<file path="src/rtl/spi_tx_arbiter_if.sv">
// Requester-side and engine-side signals of the SPI transmit frame arbiter.
// Requesters drive through master; the arbiter attaches as slave.
interface spi_tx_arbiter_if #(
    parameter int NUM_REQ = 2
);
    logic [NUM_REQ-1:0]   req_valid;
    logic [NUM_REQ-1:0]   req_last;
    logic [8*NUM_REQ-1:0] req_data;
    logic [NUM_REQ-1:0]   req_ready;
    logic [NUM_REQ-1:0]   grant;
    logic                 busy;
    logic                 underrun;
    logic [7:0]           spi_data;
    logic                 spi_enable;

    modport master (
        output req_valid, req_last, req_data,
        input  req_ready, grant, busy, underrun, spi_data, spi_enable
    );

    modport slave (
        input  req_valid, req_last, req_data,
        output req_ready, grant, busy, underrun, spi_data, spi_enable
    );
endinterface

</file>
<file path="src/rtl/spi_tx_arbiter.sv">
// Frame-level scheduler sharing one mode-0 SPI transmit engine between NUM_REQ byte streams.
// Define SPI_ARB_FIXED_PRIO_EN for fixed lowest-index-wins priority instead of round-robin.
module spi_tx_arbiter #(
    parameter int NUM_REQ = 2,
    parameter int CS_GAP  = 2
) (
    input  logic             clk,
    input  logic             rst,
    spi_tx_arbiter_if.slave  bus
);
    localparam int IDX_W = (NUM_REQ > 2) ? 2 : 1;

    typedef enum logic [1:0] {IDLE, LOAD, SHIFT, GAP} state_t;

    state_t             state_q, state_d;
    logic [NUM_REQ-1:0] grant_q, grant_d;
    logic [NUM_REQ-1:0] ready_q, ready_d;
    logic               busy_q, busy_d;
    logic               und_q, und_d;
    logic               en_q, en_d;
    logic               last_q, last_d;
    logic [7:0]         data_q, data_d;
    logic [IDX_W-1:0]   owner_q, owner_d;
    logic [2:0]         bit_cnt_q, bit_cnt_d;
    logic [3:0]         gap_cnt_q, gap_cnt_d;
`ifndef SPI_ARB_FIXED_PRIO_EN
    logic [IDX_W-1:0]   rr_ptr_q, rr_ptr_d;
`endif

    logic               found;
    logic [IDX_W-1:0]   winner;
    logic [7:0]         req_bytes [NUM_REQ];
    logic [7:0]         cur_byte;
    logic               owner_valid;
    logic               owner_last;

    always_comb begin
        for (int i = 0; i < NUM_REQ; i++) begin
            req_bytes[i] = bus.req_data[8*i +: 8];
        end
    end

    assign cur_byte    = req_bytes[owner_q];
    assign owner_valid = bus.req_valid[owner_q];
    assign owner_last  = bus.req_last[owner_q];

    // First valid requester scanning upward from the search start, wrapping past NUM_REQ-1.
    always_comb begin
        int j;
        j      = 0;
        found  = 1'b0;
        winner = '0;
        for (int k = 0; k < NUM_REQ; k++) begin
`ifdef SPI_ARB_FIXED_PRIO_EN
            j = k;
`else
            j = int'(rr_ptr_q) + k;
            if (j >= NUM_REQ) j = j - NUM_REQ;
`endif
            if (!found && bus.req_valid[j[IDX_W-1:0]]) begin
                found  = 1'b1;
                winner = j[IDX_W-1:0];
            end
        end
    end

    always_comb begin
        state_d   = state_q;
        grant_d   = grant_q;
        ready_d   = '0;
        busy_d    = busy_q;
        und_d     = 1'b0;
        en_d      = en_q;
        last_d    = last_q;
        data_d    = data_q;
        owner_d   = owner_q;
        bit_cnt_d = bit_cnt_q;
        gap_cnt_d = gap_cnt_q;
`ifndef SPI_ARB_FIXED_PRIO_EN
        rr_ptr_d  = rr_ptr_q;
`endif
        case (state_q)
            IDLE: begin
                if (found) begin
                    grant_d = NUM_REQ'(1) << winner;
                    owner_d = winner;
                    busy_d  = 1'b1;
                    state_d = LOAD;
                end
            end
            LOAD: begin
                if (owner_valid) begin
                    data_d    = cur_byte;
                    last_d    = owner_last;
                    ready_d   = grant_q;
                    en_d      = 1'b1;
                    bit_cnt_d = 3'd0;
                    state_d   = SHIFT;
                end else begin
                    und_d   = 1'b1;
                    state_d = GAP;
                end
            end
            SHIFT: begin
                bit_cnt_d = bit_cnt_q + 3'd1;
                // The engine cannot stall, so a missing next byte aborts the frame.
                if (bit_cnt_q == 3'd7) begin
                    if (last_q) begin
                        en_d    = 1'b0;
                        state_d = GAP;
                    end else if (owner_valid) begin
                        data_d  = cur_byte;
                        last_d  = owner_last;
                        ready_d = grant_q;
                    end else begin
                        en_d    = 1'b0;
                        und_d   = 1'b1;
                        state_d = GAP;
                    end
                end
            end
            GAP: begin
                if (gap_cnt_q == 4'(CS_GAP - 1)) begin
                    grant_d   = '0;
                    busy_d    = 1'b0;
                    gap_cnt_d = 4'd0;
`ifndef SPI_ARB_FIXED_PRIO_EN
                    rr_ptr_d  = (owner_q == IDX_W'(NUM_REQ - 1)) ? '0 : owner_q + 1'b1;
`endif
                    state_d   = IDLE;
                end else begin
                    gap_cnt_d = gap_cnt_q + 4'd1;
                end
            end
            default: state_d = IDLE;
        endcase
    end

    always_ff @(posedge clk or posedge rst) begin
        if (rst) begin
            state_q   <= IDLE;
            grant_q   <= '0;
            ready_q   <= '0;
            busy_q    <= 1'b0;
            und_q     <= 1'b0;
            en_q      <= 1'b0;
            last_q    <= 1'b0;
            data_q    <= 8'h00;
            owner_q   <= '0;
            bit_cnt_q <= 3'd0;
            gap_cnt_q <= 4'd0;
`ifndef SPI_ARB_FIXED_PRIO_EN
            rr_ptr_q  <= '0;
`endif
        end else begin
            state_q   <= state_d;
            grant_q   <= grant_d;
            ready_q   <= ready_d;
            busy_q    <= busy_d;
            und_q     <= und_d;
            en_q      <= en_d;
            last_q    <= last_d;
            data_q    <= data_d;
            owner_q   <= owner_d;
            bit_cnt_q <= bit_cnt_d;
            gap_cnt_q <= gap_cnt_d;
`ifndef SPI_ARB_FIXED_PRIO_EN
            rr_ptr_q  <= rr_ptr_d;
`endif
        end
    end

    assign bus.grant      = grant_q;
    assign bus.req_ready  = ready_q;
    assign bus.busy       = busy_q;
    assign bus.underrun   = und_q;
    assign bus.spi_data   = data_q;
    assign bus.spi_enable = en_q;
endmodule

</file>
<file path="src/flat_wrapper.sv">
// flat-port wrapper written by rule: the top's interface ports become plain ports
module spi_tx_arbiter_flat 
#(
    parameter int NUM_REQ = 2,
    parameter int CS_GAP  = 2
)
  (clk, rst, bus_req_valid, bus_req_last, bus_req_data, bus_req_ready, bus_grant, bus_busy, bus_underrun, bus_spi_data, bus_spi_enable);
  spi_tx_arbiter_if #(.NUM_REQ(NUM_REQ)) bus_i ();
  input  logic clk;
  input  logic rst;
  input wire logic [$bits(bus_i.req_valid)-1:0] bus_req_valid;
  input wire logic [$bits(bus_i.req_last)-1:0] bus_req_last;
  input wire logic [$bits(bus_i.req_data)-1:0] bus_req_data;
  output wire logic [$bits(bus_i.req_ready)-1:0] bus_req_ready;
  output wire logic [$bits(bus_i.grant)-1:0] bus_grant;
  output wire logic [$bits(bus_i.busy)-1:0] bus_busy;
  output wire logic [$bits(bus_i.underrun)-1:0] bus_underrun;
  output wire logic [$bits(bus_i.spi_data)-1:0] bus_spi_data;
  output wire logic [$bits(bus_i.spi_enable)-1:0] bus_spi_enable;
  assign bus_i.req_valid = bus_req_valid;
  assign bus_i.req_last = bus_req_last;
  assign bus_i.req_data = bus_req_data;
  assign bus_req_ready = bus_i.req_ready;
  assign bus_grant = bus_i.grant;
  assign bus_busy = bus_i.busy;
  assign bus_underrun = bus_i.underrun;
  assign bus_spi_data = bus_i.spi_data;
  assign bus_spi_enable = bus_i.spi_enable;
  spi_tx_arbiter #(.NUM_REQ(NUM_REQ), .CS_GAP(CS_GAP)) u_core (.clk(clk), .rst(rst), .bus(bus_i));
endmodule
</file>
<file path="config.mk">
export PLATFORM = sky130hd
export DESIGN_NAME = spi_tx_arbiter_flat
export DESIGN_NICKNAME = d
export VERILOG_FILES = /design/src/rtl/spi_tx_arbiter_if.sv /design/src/rtl/spi_tx_arbiter.sv /design/src/flat_wrapper.sv
export SDC_FILE = /design/constraint.sdc
export NUM_CORES = 1
export LEC_CHECK = 0
export ABC_AREA = 1
export ABC_CLOCK_PERIOD_IN_PS = 1350
export BUFFER_PORTS_ARGS = -buffer_cell sky130_fd_sc_hd__buf_4
export CORE_UTILIZATION = 45
export DETAILED_ROUTE_END_ITERATION = 16
export PLACE_DENSITY_LB_ADDON = 0.12
export RECOVER_POWER = 50
export SYNTH_ARGS = -nofsm -noshare
export SYNTH_HDL_FRONTEND = slang
export SYNTH_SLANG_ARGS = --single-unit
export TNS_END_PERCENT = 1
</file>
<file path="constraint.sdc">
create_clock -name clk -period 1.35 [get_ports clk]
set_input_delay 0.405 -clock clk [delete_from_list [all_inputs] [get_ports clk]]
set_output_delay 0.405 -clock clk [all_outputs]
set_load 0.01 [all_outputs]
</file>
==> results.cfg <==
[outcome]
outcome = complete, but fails checks
violations = negative setup slack

[floorplan]
fp.dieH_um = 58.4
pin_count = 37
fp-row-count = 20
core_area_mm2 = 0.00303
die_width_um = 58.4
die-area_mm2 = 0.00341
start_util_pct = 47.3

[critical_path]
critPathCaptureType = flop
cp.required_ps = 1600
critPathKind = flop to flop
r2r_end = u_core.bus.spi_data[4]
start_kind = flop
cp_max_fo = 8
crit_arrival_ps = 1620
r2r_cells = 7
timing.rr.start = u_core.state_q[1]
reg2reg_slack_ps = -20

[timing]
slew_headroom_pct = 56.7
setup_viol_count_final = 8
fin_crit_ps = 1370
finalMaxSlewViolations = 0
timing.hold.ws_ps = 220
finalHoldViolCount = 0
final.period_utilization_pct = 102
maxClockFrequency_mhz = 728
fin_skew_ps = 4.10
fin_ws_ps = -23.5
rsz0062_at_grt = yes
worst_pin_slew_ps = 650

[clock_network]
clk_latency_ps = 340
path_clk_slew_ps = 150
root_buffer = clkbuf_4
cts_tree = done
cts_buffers = 3
cts.sinks = 27
cts_hold_buf = 0
cts.path.max_buffers = 2
htreeDepth = 1

[layout]
final_core_utilization_pct = 65.7
finalNetCount = 271
multiInputGateArea_um2 = 774
regArea_um2 = 677
fill_cells = 255
final_area_mm2 = 0.00199
antenna_cells = 0
drive_gt1_share_pct = 33.1
syn2layout_area_growth_pct = 38.8
layoutNonFillerInstCount = 286

[placed_design]
placedCellCount = 277
io_buffers = 36
placed_area_mm2 = 0.00182
dpl.hpwl_um = 2410
post-place-ws_ps = -107
gp_congestion = 0.897

[detailed_routing]
drt-total-wl_um = 3380
vias_per_cell = 4.89
antenna_left = 0
drc = 0
wl_per_cell_um = 11.8
vias = 1398
dr.pass1.iters = 4
drt-initial-drc-count = 94

[logic_synthesis]
yosys_register_bits = 27
syn_inst = 189
yosysSeqAreaShare_pct = 47.2
synth_fp_nets = 217
synth.distinct_cells = 18
avgSynthCellArea_um2 = 7.58
netlist_area_mm2 = 0.00143
synth.yosys.warnings = 0

[grt]
overflow = 0
grt_usage_pct = 20.4
antenna_found_initial = 0
grt_max_degree = 28
grt_pass1_wl_um = 5370
grt_pass1_vias = 1277

[power]
leakage_nw = 1.11
p_per_area_mw_per_mm2 = 2270
ir_worst_vdd_uv = 1380

[hold_path]
hold_path.class = input pin to async pin

[job]
max_cap_viol_count = 0
-- registers in the layout, summed over array words and instances (netlist names) --
name,count
u_core.bit_cnt_q,3
u_core.bus.busy,1
u_core.bus.grant,2
u_core.bus.req_ready,2
u_core.bus.spi_data,8
u_core.bus.spi_enable,1
u_core.bus.underrun,1
u_core.gap_cnt_q,4
u_core.last_q,1
u_core.owner_q,1
u_core.rr_ptr_q,1
u_core.state_q,2
-- layer usage --
metal	vias up	track usage (%)	wire, um
met3	11	1.98	101
li1	695	-	-
met5	-	0	0
met2	27	34.2	1710
met4	0	8.50	112
met1	665	27.4	1460
-- synth_stat cells, drive strengths merged --
| master | count | area (um2) |
|---|---|---|
| nand4 | 1 | 6.26 |
| a21boi | 1 | 18.8 |
| nor2 | 14 | 62.6 |
| nand3 | 13 | 65.1 |
| a21oi | 3 | 15.0 |
| dfrtp | 27 | 676 |
| ha | 6 | 75.1 |
| o21ai | 10 | 50.0 |
| xnor2 | 2 | 17.5 |
| buf | 1 | 5.00 |
| inv | 18 | 67.6 |
| nand2 | 93 | 374 |
-- critical path, cell delays in order (launching register included) --
cell and delay, ps:
dfrtp_2 450, inv_2 70, ha_4 270, inv_2 50, nor2_4 190, nand2_4 120, nand2_1 80, nand2_1 50
-- what timing repair did --
item                       in CTS  in global routing
resized for setup              15                 13
pin swaps                       7                  3
setup endpoints to repair      19                 24
buffers inserted                3                  2
-- worst max path at each step --
stage                                   start                endpoint  slack [ps]  depth (start not counted)
after global routing        u_core.state_q[1]  u_core.bus.spi_data[2]        -120                          7
after global placement    u_core.bit_cnt_q[0]           u_core.last_q         -30                          8
after detailed placement    u_core.state_q[1]  u_core.bus.spi_data[2]        -110                          7
after CTS                   u_core.state_q[1]  u_core.bus.spi_data[4]         -40                          7
final                       u_core.state_q[1]  u_core.bus.spi_data[4]         -20                          7
after floorplan             u_core.state_q[0]  u_core.bus.spi_data[0]          -3                          8
-- per-stage QoR --
step | total power, W | setup TNS (ps)
after floorplan | 0.00281 | -26.7
after global placement | 0.00358 | -296
after detailed placement | 0.00367 | -1120
after CTS | 0.00429 | -315
after global routing | 0.00490 | -1500
final | 0.00451 | -112
-- area by class of cell --
class	count	share of cell area [%]
inverters	18	3.52
multi-input cells	143	39.0
clock inverters	1	0.252
repair buffers	50	19.3
well taps	44	2.77
flip-flops and latches	27	34.0
clock buffers	3	1.13
-- power breakdown --
group / internal [W] / switching [W] / leakage (nW)
registers: 0.00113 / 0.000227 / 0.343
logic: 0.00124 / 0.00155 / 0.747
clock network: 0.000112 / 0.000248 / 0.0177
-- kinds of logic after synthesis --
group,Yosys count,share of synthesized area [%]
xor gates and xnor gates,2,1.22
adders and majority gates,6,5.24
and+or+nand+nor,121,35.5
AOI/OAI and AO/OA,14,5.85
DFF,27,47.2
buffers and inverters,19,5.06
-- cells in the final DEF, fill, tap and decap left out, drive strengths merged --
cell	n
dfrtp	27
inv	18
a21boi	1
o21ai	10
nand2	93
buf	48
clkinv	1
nand3	13
nor2	14
clkbuf	5
xnor2	2
a21oi	3
nand4	1
ha	6
Note: power is estimated with default switching activity, not from simulation.
